## config.mk

```make
export PLATFORM = sky130hd
export DESIGN_NAME = pulse_to_lvl
export DESIGN_NICKNAME = d
export VERILOG_FILES = /design/src/rtl/pulse_to_lvl.sv
export SDC_FILE = /design/constraint.sdc
export NUM_CORES = 1
export LEC_CHECK = 0
export ABC_AREA = 1
export CELL_PAD_IN_SITES_DETAIL_PLACEMENT = 1
export CELL_PAD_IN_SITES_GLOBAL_PLACEMENT = 1
export CORE_UTILIZATION = 41
export DETAILED_ROUTE_END_ITERATION = 10
export PLACE_DENSITY_LB_ADDON = 0.08
export SLEW_MARGIN = 20
export SYNTH_ARGS = -nofsm -noshare
export SYNTH_HDL_FRONTEND = slang
export SYNTH_SLANG_ARGS = --single-unit
```

## constraint.sdc

```tcl
create_clock -name UART_CLK -period 2.66 [get_ports UART_CLK]
set_clock_uncertainty 0.1 [all_clocks]
set_input_delay 0.399 -clock UART_CLK [delete_from_list [all_inputs] [get_ports UART_CLK]]
set_output_delay 0.399 -clock UART_CLK [all_outputs]
set_load 0.1 [all_outputs]
```

## src/rtl/pulse_to_lvl.sv

```systemverilog
// Turns single-cycle requests into acknowledged level pulses.
// Extra requests wait in a saturating queue, and a forced low gap separates each level.
module pulse_to_lvl #(
  parameter int unsigned HOLD_MAX = 16,
  parameter int unsigned GAP_CYC  = 2,
  parameter int unsigned PEND_W   = 3
) (
  input  logic              UART_CLK,
  input  logic              i_rst,
  input  logic              PULSE_SIG,
  input  logic              ACK,
  output logic              LVL_SIG,
  output logic [PEND_W-1:0] PEND_CNT,
  output logic              OVERFLOW,
  output logic              TIMEOUT
);

  localparam int unsigned HOLD_W = $clog2(HOLD_MAX + 1);
  localparam int unsigned GAP_W  = $clog2(GAP_CYC + 1);
  localparam logic [PEND_W-1:0] PEND_FULL = '1;

  typedef enum logic [1:0] {
    IDLE = 2'd0,
    HOLD = 2'd1,
    GAP  = 2'd2
  } state_e;

  state_e              state_q, state_d;
  logic [HOLD_W-1:0]   hold_q, hold_d;
  logic [GAP_W-1:0]    gap_q, gap_d;
  logic [PEND_W-1:0]   pend_q, pend_d;
  logic                lvl_q, lvl_d;
  logic                ovf_q, ovf_d;
  logic                to_q, to_d;
  logic                enq, deq;

  always_ff @(posedge UART_CLK or posedge i_rst) begin
    if (i_rst) begin
      state_q <= IDLE;
      hold_q  <= '0;
      gap_q   <= '0;
      pend_q  <= '0;
      lvl_q   <= 1'b0;
      ovf_q   <= 1'b0;
      to_q    <= 1'b0;
    end else begin
      state_q <= state_d;
      hold_q  <= hold_d;
      gap_q   <= gap_d;
      pend_q  <= pend_d;
      lvl_q   <= lvl_d;
      ovf_q   <= ovf_d;
      to_q    <= to_d;
    end
  end

  // Next state, counters and the queue enqueue/dequeue requests
  always_comb begin
    state_d = state_q;
    hold_d  = hold_q;
    gap_d   = gap_q;
    to_d    = 1'b0;
    enq     = 1'b0;
    deq     = 1'b0;
    unique case (state_q)
      IDLE: begin
        if ((pend_q != '0) || PULSE_SIG) begin
          state_d = HOLD;
          hold_d  = HOLD_W'(1);
          gap_d   = '0;
          // Queued requests start first; a live pulse then joins the queue
          deq     = (pend_q != '0);
          enq     = PULSE_SIG && (pend_q != '0);
        end
      end
      HOLD: begin
        enq = PULSE_SIG;
        if (ACK) begin
          state_d = GAP;
          gap_d   = GAP_W'(1);
          hold_d  = '0;
        end else if (hold_q == HOLD_W'(HOLD_MAX)) begin
          state_d = GAP;
          gap_d   = GAP_W'(1);
          hold_d  = '0;
          to_d    = 1'b1;
        end else begin
          hold_d  = hold_q + HOLD_W'(1);
        end
      end
      GAP: begin
        enq = PULSE_SIG;
        if (gap_q == GAP_W'(GAP_CYC)) begin
          state_d = IDLE;
          gap_d   = '0;
        end else begin
          gap_d   = gap_q + GAP_W'(1);
        end
      end
      default: begin
        state_d = IDLE;
        hold_d  = '0;
        gap_d   = '0;
      end
    endcase
  end

  // Saturating pending counter; a dropped request raises the overflow flag
  always_comb begin
    pend_d = pend_q;
    ovf_d  = 1'b0;
    if (enq && !deq) begin
      if (pend_q == PEND_FULL) begin
        ovf_d = 1'b1;
      end else begin
        pend_d = pend_q + PEND_W'(1);
      end
    end else if (deq && !enq) begin
      pend_d = pend_q - PEND_W'(1);
    end
    lvl_d = (state_d == HOLD);
  end

  assign LVL_SIG  = lvl_q;
  assign PEND_CNT = pend_q;
  assign OVERFLOW = ovf_q;
  assign TIMEOUT  = to_q;

endmodule

```

======== After elaboration in Yosys (flattened, before gate mapping) ========
Index checks and enable logic that the tools add are counted.
cells by class
  $add $sub $neg .......................... 4
  equal/unequal tests ..................... 9
  muxes and demuxes ....................... 26
  bitwise operators ....................... 1
  reduce and logical (&&, ||, !) cells .... 13
operators by type and width
  operator                                              count
  2-to-1 mux 2 bit                                      8
  2-to-1 mux 5 bit                                      3
  case mux 5 bit (3 select lines)                       1
  case mux 2 bit (3 select lines)                       2
  2-to-1 mux 3 bit                                      3
  2-to-1 mux 1 bit                                      8
  AND reduction 2 bit                                   3
  adder 5 x 1 -> 5 bit (second input constant)          1
  equality test 5 bit (second input constant)           1
  equality test 2 x 1 -> 1 bit (second input constant)  2
  equality test 2 bit (second input constant)           2
  != test 2 bit (second input constant)                 2
  adder 3 x 1 -> 3 bit (second input constant)          1
  equality test 3 bit (second input constant)           1
  logical AND 1 bit                                     3
  != test 3 bit (second input constant)                 1
  nonzero test 3 bit                                    1
  subtractor 3 x 1 -> 3 bit (second input constant)     1
  adder 2 x 1 -> 2 bit (second input constant)          1
  logical NOT 1 bit                                     2
  logical NOT 2 bit                                     1
  case mux 1 bit (2 select lines)                       1
  nonzero test 2 bit                                    1
  OR reduction 2 bit                                    1
  2 further kinds                                       2
word-level totals
  bits in registers ....................... 15
  bits of input ports ..................... 4
  output and inout bits ................... 6

======== Longest topological paths before layout ========
  depth after elaboration ................. 8
  gate-level depth with buffers ........... 12
  depth with buffers taken out ............ 12

======== Worst setup path after synthesis ========
No wires, ideal clock.
  path kind ............................... register to register
  start ................................... register pend_q[1], in the netlist PEND_CNT[1]
  end ..................................... register pend_q[1], in the netlist PEND_CNT[1]
  setup time .............................. 127 ps
  arrival time ............................ 1977 ps
  setup slack ............................. 457 ps
  stages on the path, launching flop included .. 8
  buffers on the path ..................... 0
  period minus slack after synthesis ...... 2203 ps
  cell sequence ........................... dfrtp_1 > inv_1 > nand2_2 > nand2_2 > nand2_2 > fa_1 > nand2_1 > o21ai_1
on the way
  elaborated cells on any way between the ends .. 20
  those cells by class .................... 2 x add/sub; 2 x eq/ne; 7 x mux; 9 x reduce/logical
RTL lines
  what                    RTL line    source
  from (decl)             31          logic [PEND_W-1:0] pend_q, pend_d;
  from (signal assigned)  50          pend_q <= pend_d;
  nonzero test 3 bit      67, 72, 73
  logical OR 1 bit        67          if ((pend_q != '0) || PULSE_SIG) begin
  2-to-1 mux 1 bit        67
  2-to-1 mux 1 bit        65          unique case (state_q)
  logical NOT 1 bit       112         if (enq && !deq) begin
  logical AND 1 bit       112
  2-to-1 mux 3 bit *      112
  named net pend_d[1]     31
Mark *: on every way through the listed nets, which the timed path passes. The rest lies on a longest branch. The select of a mux whose other input is x is not followed.
A chain may end at the register's enable or synchronous reset.

======== Worst setup path after layout ========
  start ................................... register state_q[1]
  end ..................................... register pend_q[2], in the netlist PEND_CNT[2]
on the way
  longest elaborated chain between the ends .. 7
  elaborated cells on any way between the ends .. 14
  those cells by class .................... 3 x eq/ne; 3 x mux; 8 x reduce/logical
ends and longest elaborated chain
  what                                                                        RTL line  source
  from (decl)                                                                 28        state_e state_q, state_d;
  from (signal assigned)                                                      47        state_q <= state_d;
  equality test 2 bit / equality test 2 x 1 -> 1 bit (equally long branches)  65
  OR reduction 2 bit (no source line)                                         n/a
  case mux 1 bit (2 select lines)                                             65
  logical NOT 1 bit                                                           118       end else if (deq && !enq) begin
  logical AND 1 bit                                                           118
  nonzero test 2 bit (no source line)                                         n/a
  AND reduction 2 bit (no source line)                                        n/a
Parallel ways exist; a longest one is shown, timed or not.

==> results.toml <==
[cts]
cts-root-buf = "clkbuf_4"
clock_sinks = 15
cts_resized = 0
tritoncts = "done"
post_cts_buffers = 0
clk_latency_ns = 0.28
postCtsHoldBufs = 0
ctsHtreeMaxLevel = 1
clockBufferDepth = 2
numCtsBuffers = 3
clkSlewWorstSetupHoldPaths_ns = 0.09

[global_routing]
grtUsageTotal = 0.190
grt_antenna_before_repair = 0
first_global_vias = 807
grt_max_degree = 16
grt_overflow = 0
grt_first_pass_wirelength_um = 3570

[logic_synthesis]
ys_types = 23
syn_area_um2 = 952
synth-simple-area-share = 0.343
synth-xor-area-share = 0.0276
synth_compound_area_frac = 0.0552
synthMuxAreaShare = 0
avgSynthCellArea_um2 = 8.28
synth_seq_area_share = 0.394
synthCells = 115
ys_seq_elements = 15
synth_fa_ha_area_frac = 0.0999
synth_top_family_by_area = "simple AND/OR/NAND/NOR gates"
yosysWarnings = 0
synthesis.nets = 126

[critical_path]
critical-path-slowest-cell = "dfrtp_1"
cpPeakStageDelay_ns = 0.41
cp_max_fo = 4
r2r_cells = 12
critPathCaptureType = "register"
crit_required_ns = 2.74
startpoint_type = "register"
cp_cell_sequence = "inv_1 -> ha_1 -> inv_1 -> nor2_2 -> nand2_2 -> fa_1 -> inv_1 -> nand2_2 -> nand2_2 -> nand2_1 -> nand2_1 -> nand2_1"
critical_path_class = "register to register"
cp_data_arrival_time_ns = 2.15

[drt]
drt_wl_total_um = 1960
antenna_left = 0
drc = 0
first_pass_iters = 4
wl_per_cell_um = 12.6
vias = 765
drt_iter0_drc = 6
vias_per_cell = 4.94

[sta]
fmax_mhz = 484
setup_viol = 0
finalHoldViolations = 0
period_needed_ns = 2.07
slew_viol_final = 0
tightest_slew_ns = 0.587
fin_crit_sh = 0.777
rsz0062_at_grt = "no"
relSlewSlack = 0.608
final.setup.tns_ns = 0

[final_layout]
fillers = 272
layout_commonest_cell = "nand2_1"
n_antenna_cell = 0
register_area_um2 = 375
final_cell_mix = "nand2_1, inv_1, dfrtp_1"
nets = 139
multi_input_area_um2 = 500
area_growth_pct = 13.8
drive_gt1_frac = 0.228

[power_and_ir_drop]
power_mw = 1.45
cellLeakagePower_nw = 0.544
ir_worst_vdd_v = 0.000802
p_per_area_nw_per_um2 = 1340

[place]
port_buffers = 9
dp_hpwl_um = 1610
gp_congestion = 0.788

[floorplanning]
start_util = 0.435
core_area_um2 = 2190
die_x_um = 50.2
rows = 17
io_pins = 10
fp.dieArea_um2 = 2520
die_y_um = 50.2

[flow_run]
drv_cap = 0

[worst_hold_path]
hold_class = "primary input to async pin"

[outcome]
status = "complete, no violations"
==> per-stage QoR <==
stage / cells / hold WS (ns) / setup WS (ns) / util / cell area (um2)
global route: 155 / 0.404 / 0.441 / 0.495 / 1080
detailed placement: 151 / 0.408 / 0.442 / 0.483 / 1060
floorplan: 115 / 0.200 / 0.457 / - / 952
global placement: 151 / 0.396 / 0.537 / 0.483 / 1060
finish: 155 / 0.371 / 0.593 / 0.495 / 1080
CTS: 155 / 0.389 / 0.555 / 0.495 / 1080
==> final cells by class <==
type	count	share of cell area
flip-flops and latches	15	0.346
multi-input cells	80	0.462
inverters	19	0.0658
well taps	28	0.0323
clock buffers	4	0.0242
repair buffers	9	0.0693
==> critical path, delay by kind of cell, from the launching register on <==
family | cells | cell delay (ns)
AND/OR/NAND/NOR | 7 | 0.54
adder cells (fa/ha/maj) | 2 | 0.69
flip-flops | 1 | 0.41
buffers and inverters | 3 | 0.23
==> flip-flops by register name, indices dropped and copies added (netlist names) <==
register / count
LVL_SIG: 1
gap_q: 2
PEND_CNT: 3
OVERFLOW: 1
state_q: 2
hold_q: 5
TIMEOUT: 1
==> synthesized netlist by cell type <==
master	number	area (um2)
o21ai_1	4	20.0
nor2_4	1	11.3
nand4_2	1	12.5
fa_1	1	20.0
nor2_1	7	26.3
buf_2	1	5.00
dfrtp_1	15	375
o21ai_0	2	10.0
nor3_1	2	10.0
nand4_1	3	18.8
xor2_1	3	26.3
nand3_1	11	55.1
nand2_1	20	75.1
a22oi_1	1	7.51
inv_1	16	60.1
nor2_2	4	25.0
ha_1	6	75.1
a21oi_1	3	15.0
nand2_4	1	11.3
nand2_2	7	43.8
inv_2	3	11.3
nand3_4	1	17.5
nand3_2	2	20.0
==> per-layer routing <==
metal	up-vias	GRT usage	routed length, um
met5	-	0	0
met4	0	0.0857	27
met3	4	0.0394	53
met2	8	0.322	973
met1	364	0.229	902
li1	389	-	-
==> final timing paths <==
check | start | endpoint | slack [ns]
max in group asynchronous | i_rst | hold_q[1] | 1.71
hold / removal | i_rst | OVERFLOW | 0.37
hold reg to reg | gap_q[0] | gap_q[0] | 0.42
setup reg to reg | state_q[1] | PEND_CNT[2] | 0.59
setup / recovery | state_q[1] | PEND_CNT[2] | 0.59
min in group UART_CLK | gap_q[0] | gap_q[0] | 0.42
==> cell families (layout without fill, tap and decap cells) <==
family / count (synthesis) / after routing
XOR/XNOR: 3 / 3
adder cells (fa/ha/maj): 7 / 7
flip-flops: 15 / 15
AND/OR/NAND/NOR: 60 / 60
AO/OA/AOI/OAI: 10 / 10
buffers and inverters: 20 / 32
==> power breakdown <==
group | total [mW] | switching, mW | internal, mW
combinational | 0.926 | 0.653 | 0.273
clock | 0.132 | 0.0737 | 0.0581
sequential | 0.393 | 0.0843 | 0.308
Power figures use the tool's default switching activity.
